**src/rtl/bus_rr_router_mb.sv**
```systemverilog
// -----------------------------------------------------------------------------
// bus_rr_router_mb
//
// Purpose:
//   BITS independent buses, each shared by DRVRS drivers. On every bus a
//   round-robin arbiter takes one packet from a pending driver FIFO and decodes
//   its destination ID from the top byte. The packet then goes to one driver
//   (unicast) or to every driver except the source (broadcast). A destination
//   that reports full holds the transfer back. A packet with an unknown ID is
//   dropped and flagged on err.
//
// Ports:
//   clk          bus clock
//   reset        asynchronous, active-low reset
//   pndng        [BITS][DRVRS]          driver FIFO non-empty (first-word fall-through)
//   D_pop        [BITS][DRVRS][PCKG_SZ] head-of-FIFO data, valid while pndng=1
//   pop          [BITS][DRVRS]          one-cycle pop strobe to the granted driver FIFO
//   full         [BITS][DRVRS]          destination FIFO cannot accept
//   push         [BITS][DRVRS]          one-cycle push strobe to the destination(s)
//   D_push       [BITS][PCKG_SZ]        packet driven on each bus
//   err          [BITS]                 one-cycle pulse when a packet is dropped (bad ID)
//   o_dbg_state  [BITS][2]              arbiter FSM state per bus (0 idle, 1 pop, 2 push)
//   pkt_cnt      [BITS][32]             saturating count of delivered packets (BUS_STATS_EN only)
//   drop_cnt     [BITS][16]             saturating count of dropped packets (BUS_STATS_EN only)
//
// Configuration:
//   BUS_STATS_EN  when defined, adds the pkt_cnt / drop_cnt outputs.
//
// Handshake:
//   Driver side: a FIFO offers its head word while pndng=1. A one-cycle pop
//   consumes that word, and D_pop is sampled in the same cycle. Bus side: push
//   is raised only in a cycle where no targeted destination reports full. Push
//   is therefore a completed transfer, and it is never retried.
// -----------------------------------------------------------------------------
module bus_rr_router_mb #(
  parameter int         PCKG_SZ   = 16,
  parameter int         DRVRS     = 4,
  parameter int         BITS      = 1,
  parameter logic [7:0] BROADCAST = 8'hFF
) (
  input  logic                                   clk,
  input  logic                                   reset,
  input  logic [BITS-1:0][DRVRS-1:0]             pndng,
  input  logic [BITS-1:0][DRVRS-1:0][PCKG_SZ-1:0] D_pop,
  output logic [BITS-1:0][DRVRS-1:0]             pop,
  input  logic [BITS-1:0][DRVRS-1:0]             full,
  output logic [BITS-1:0][DRVRS-1:0]             push,
  output logic [BITS-1:0][PCKG_SZ-1:0]           D_push,
  output logic [BITS-1:0]                        err,
  output logic [BITS-1:0][1:0]                   o_dbg_state
`ifdef BUS_STATS_EN
  ,
  output logic [BITS-1:0][31:0]                  pkt_cnt,
  output logic [BITS-1:0][15:0]                  drop_cnt
`endif
);

  localparam int IW = (DRVRS > 1) ? $clog2(DRVRS) : 1;

  typedef enum logic [1:0] {
    S_IDLE = 2'd0,
    S_POP  = 2'd1,
    S_PUSH = 2'd2
  } state_t;

  for (genvar b = 0; b < BITS; b++) begin : g_bus
    state_t             r_state;
    logic [IW-1:0]      r_rr;
    logic [IW-1:0]      r_grant;
    logic [DRVRS-1:0]   r_target;
    logic [PCKG_SZ-1:0] r_pkt;
    logic               r_err;

    logic [IW-1:0]      w_hi;
    logic [IW-1:0]      w_lo;
    logic               w_hi_found;
    logic               w_any;
    logic [IW-1:0]      w_next_grant;
    logic [IW-1:0]      w_grant_inc;
    logic [PCKG_SZ-1:0] w_head;
    logic [7:0]         w_id;
    logic               w_id_uni;
    logic               w_id_bc;
    logic [DRVRS-1:0]   w_uni;
    logic [DRVRS-1:0]   w_bc;
    logic [DRVRS-1:0]   w_gnt_oh;
    logic               w_blocked;

    // Round-robin search. The loop runs downward, so the last hit is the
    // lowest index. w_hi is the lowest pending index at or above the pointer.
    // w_lo is the lowest pending index overall, which covers the wrap case.
    always_comb begin
      w_hi       = '0;
      w_lo       = '0;
      w_hi_found = 1'b0;
      for (int i = DRVRS - 1; i >= 0; i--) begin
        if (pndng[b][i]) begin
          w_lo = IW'(i);
          if (IW'(i) >= r_rr) begin
            w_hi       = IW'(i);
            w_hi_found = 1'b1;
          end
        end
      end
    end

    assign w_any        = |pndng[b];
    assign w_next_grant = w_hi_found ? w_hi : w_lo;
    assign w_grant_inc  = (r_grant == IW'(DRVRS - 1)) ? '0 : r_grant + 1'b1;

    assign w_head   = D_pop[b][r_grant];
    assign w_id     = w_head[PCKG_SZ-1 -: 8];
    assign w_id_uni = (32'(w_id) < DRVRS);
    assign w_id_bc  = (w_id == BROADCAST);

    always_comb begin
      w_uni    = '0;
      w_bc     = '0;
      w_gnt_oh = '0;
      for (int d = 0; d < DRVRS; d++) begin
        w_uni[d]    = (32'(w_id) == d);
        w_bc[d]     = (r_grant != IW'(d));
        w_gnt_oh[d] = (r_grant == IW'(d));
      end
    end

    // A transfer goes out only when every targeted destination can accept.
    assign w_blocked = |(r_target & full[b]);

    assign pop[b]         = (r_state == S_POP) ? (w_gnt_oh & pndng[b]) : '0;
    assign push[b]        = (r_state == S_PUSH && !w_blocked) ? r_target : '0;
    assign D_push[b]      = r_pkt;
    assign err[b]         = r_err;
    assign o_dbg_state[b] = r_state;

    always_ff @(posedge clk or negedge reset) begin
      if (!reset) begin
        r_state  <= S_IDLE;
        r_rr     <= '0;
        r_grant  <= '0;
        r_target <= '0;
        r_pkt    <= '0;
        r_err    <= 1'b0;
      end else begin
        r_err <= 1'b0;
        case (r_state)
          S_IDLE: begin
            if (w_any) begin
              r_grant <= w_next_grant;
              r_state <= S_POP;
            end
          end
          S_POP: begin
            if (pndng[b][r_grant]) begin
              r_pkt <= w_head;
              if (w_id_uni) begin
                r_target <= w_uni;
                r_state  <= S_PUSH;
              end else if (w_id_bc) begin
                r_target <= w_bc;
                r_state  <= S_PUSH;
              end else begin
                // Unknown ID: the word is consumed but not forwarded.
                r_err   <= 1'b1;
                r_rr    <= w_grant_inc;
                r_state <= S_IDLE;
              end
            end else begin
              // The head disappeared before the pop. Keep the pointer so this
              // driver keeps its turn.
              r_state <= S_IDLE;
            end
          end
          S_PUSH: begin
            if (!w_blocked) begin
              r_rr    <= w_grant_inc;
              r_state <= S_IDLE;
            end
          end
          default: r_state <= S_IDLE;
        endcase
      end
    end

`ifdef BUS_STATS_EN
    logic [31:0] r_pkt_cnt;
    logic [15:0] r_drop_cnt;

    always_ff @(posedge clk or negedge reset) begin
      if (!reset) begin
        r_pkt_cnt  <= '0;
        r_drop_cnt <= '0;
      end else begin
        if (r_state == S_PUSH && !w_blocked && r_pkt_cnt != '1) begin
          r_pkt_cnt <= r_pkt_cnt + 32'd1;
        end
        if (r_err && r_drop_cnt != '1) begin
          r_drop_cnt <= r_drop_cnt + 16'd1;
        end
      end
    end

    assign pkt_cnt[b]  = r_pkt_cnt;
    assign drop_cnt[b] = r_drop_cnt;
`endif
  end

endmodule

```
**config.mk**
```make
export PLATFORM = sky130hd
export DESIGN_NAME = bus_rr_router_mb
export DESIGN_NICKNAME = d
export VERILOG_FILES = /design/src/rtl/bus_rr_router_mb.sv
export SDC_FILE = /design/constraint.sdc
export NUM_CORES = 1
export LEC_CHECK = 0
export CORE_MARGIN = 1.5
export CORE_UTILIZATION = 42
export CTS_BUF_LIST = sky130_fd_sc_hd__clkbuf_8
export CTS_CLUSTER_SIZE = 8
export DETAILED_ROUTE_END_ITERATION = 6
export PLACE_DENSITY = 0.87
export REMOVE_ABC_BUFFERS = 1
export SLEW_MARGIN = 15
export SYNTH_ARGS = -nofsm -noshare
export SYNTH_HDL_FRONTEND = slang
export SYNTH_SLANG_ARGS = --single-unit
```
**constraint.sdc**
```tcl
create_clock -name clk -period 5.6 [get_ports clk]
set_input_delay 0.56 -clock clk [delete_from_list [all_inputs] [get_ports clk]]
set_output_delay 0.56 -clock clk [all_outputs]
set_load 0.02 [all_outputs]
```
==> results.toml <==
[job]
drv.max_cap_violation_count = 0

[synth]
synthesis.yosys.warnings = 0
synth-edff-count = 0
syn-mean-instance-area_um2 = 13.8
synth_top_flop_cell = "dfrtp_1"
syn_area_mm2 = 0.00177
post_synth_num_cell_types = 35
postSynthRegisterBits = 27
ys_seq_area_share_pct = 38.3
synthesis.instances = 128
synthArstFlopShare_pct = 100

[clocking]
clock_sinks = 27
post_cts_hold_buffer_count = 0
h-tree-depth = 1
clock_tree.root_cell = "clkbuf_8"
cts_tree = "yes"
cts_buffers = 3
postCtsSetupBuffers = 0
cts-root-to-sink-buffers = 2
post_cts_resize_count = 0
clkLatencyLatePin_ps = 270
worst_setup_hold_path_clk_slew_ps = 90

[sta]
timing.max_slew.rel_slack_pct = 29.0
setup_viol_count_final = 0
timing.final.hold_violations = 0
final_max_slew_viol_count = 0
fmax_mhz = 321
finalClockSkew_ps = 2.94
fin_tns_setup_ps = 0
fin_ws_ps = 2480
min_period_over_period_pct = 55.7
grt_setup_unrepaired = "no"
fin_crit_ps = 3120
slew_of_the_pin_with_the_lowest_slew_margin_ps = 1070

[critical_path]
critical_path_class = "reg2out"
crit_path_start = "g_bus[0].r_grant[0]"
path_max_fanout = 21
cp_slowest_cell = "dfrtp_1"
crit_path_cell_trace = "inv_1, ha_1, and3_1, clkdlybuf4s50_1"
regToRegSetupSlack_ps = 2680
critical_path.startpoint_type = "flop"
max_stage_delay_ps = 1060
end_kind = "primary output"
cp_data_arrival_time_ps = 2560
cp_data_required_time_ps = 5040
worstReg2RegStart = "g_bus[0].r_grant[1]"

[grt]
global_route.usage.total_pct = 21.4
grt_overflow = 0
grt_pass1_wl_mm = 7.27
grt_max_degree = 28
antenna_found_initial = 0
first_global_vias = 1572

[layout]
antenna-diode-count = 0
layout.cells.most_common_list = "clkdlybuf4s50_1, dfrtp_1, mux2_2"
areaGrowthSynthToFinish_pct = 61.5
layout.cells.most_common = "clkdlybuf4s50_1"
area_of_combinational_cells_with_multiple_inputs_mm2 = 0.00104
regArea_um2 = 676
fill_cells = 309
finish.net_count = 307
layout-drive-gt1-share_pct = 15.8

[placement]
buffer_ports.inserted = 100
dp_hpwl_mm = 3.78
gp_congestion = 0.806
pre_cts_ws_ps = 2510

[pwr]
total_leakage_power_nw = 1.18
power_per_cell_area_mw_per_mm2 = 438
vdd_drop_max_mv = 0.252

[min_path]
hold_class = "reg2reg"
min_from = "D_push[5]"

[die]
die_area_mm2 = 0.00460
core-area_mm2 = 0.00403
ios = 101
die_y_um = 67.8
initial_core_util_pct = 43.8
chipWidth_um = 67.8
placementRows = 23

[detailed_routing]
initialDrtViolationCount = 77
dr_total_vias = 1514
detail_route.vias_per_cell = 5.45
drt.antenna.violating_nets = 0
drc = 0
wirelength_mm = 4.74
drt-wirelength-per-cell_um = 17.0
drt_first_pass_iters = 4

[status]
run_status = "finished clean"
## worst paths after layout
path	to	cells after the start
max in group asynchronous	D_push[1]	2
min in group asynchronous	g_bus[0].r_target[3]	2
worst max register to register	g_bus[0].r_rr[0]	5
worst min-delay path	D_push[5]	1
worst min register to register	D_push[5]	1
worst max-delay path	pop[0]	4
## layout make-up
cell class	instances	share of cell area [%]
clock inverter	1	0.132
timing repair buffer	101	35.4
tap	50	2.19
multi-input combinational	91	36.5
sequential	27	23.7
inverter	5	0.658
clock buffer	3	1.45
## where the power goes
| group | switching [W] | internal (W) | leakage, nW |
|---|---|---|---|
| logic | 0.000310 | 0.000427 | 0.824 |
| registers | 0.000115 | 0.000289 | 0.328 |
| clock network | 0.0000599 | 0.0000491 | 0.0269 |
## synth_stat cells (2+ instances only)
| master | n | area [um2] |
|---|---|---|
| nand4_1 | 2 | 12.5 |
| mux2i_1 | 4 | 40.0 |
| o21ai_0 | 4 | 20.0 |
| nor2_1 | 4 | 15.0 |
| dfrtp_1 | 27 | 676 |
| mux2_2 | 16 | 180 |
| buf_2 | 3 | 15.0 |
| mux4_2 | 12 | 270 |
| ha_1 | 4 | 50.1 |
| nand2_1 | 4 | 15.0 |
| and2_1 | 4 | 25.0 |
| and3_1 | 4 | 25.0 |
| mux4_1 | 5 | 131 |
| a21oi_1 | 2 | 10.0 |
| nand2b_1 | 4 | 25.0 |
| mux2_1 | 6 | 67.6 |
| inv_1 | 5 | 18.8 |
## sequential cells by signal (all words and copies together) (netlist names)
register	count
D_push	16
err	1
g_bus.r_grant	2
g_bus.r_rr	2
g_bus.r_target	4
o_dbg_state	2
## metrics by stage
step	util, %	area, um2	instances	power (W)	hold slack, ps
2_1_floorplan	-	1740	123	0.000845	264
3_3_place_gp	69.7	2810	274	0.00112	488
3_5_place_dp	69.7	2810	274	0.00115	493
4_1_cts	70.8	2850	278	0.00126	514
5_1_grt	70.8	2850	278	0.00133	541
6_report	70.8	2850	278	0.00125	511
## metal layers
layer | part of all wire [%] | GRT usage, % | routed length (um) | vias to the layer above
met5 | 0 | 0 | 0 | -
met4 | 1.2 | 6.00 | 55 | 0
met3 | 6.6 | 4.11 | 314 | 6
met2 | 53 | 38.7 | 2490 | 70
met1 | 40 | 25.9 | 1870 | 740
li1 | - | - | - | 698
## critical path, delay by kind of cell (launching register included)
| family | cells | cell delay [ps] |
|---|---|---|
| DFF | 1 | 1060 |
| buffers and inverters | 2 | 740 |
| adders and majority gates | 1 | 310 |
| and+or+nand+nor | 1 | 180 |
## cell families after synthesis
kind of cell,after synthesis,synth area share (%)
buffers and inverters,10,2.76
and+or+nand+nor,29,10.3
DFF,27,38.3
muxes,43,39.1
adders and majority gates,4,2.83
AOI/OAI and AO/OA,15,6.73
(Power assumes the default switching activity.)
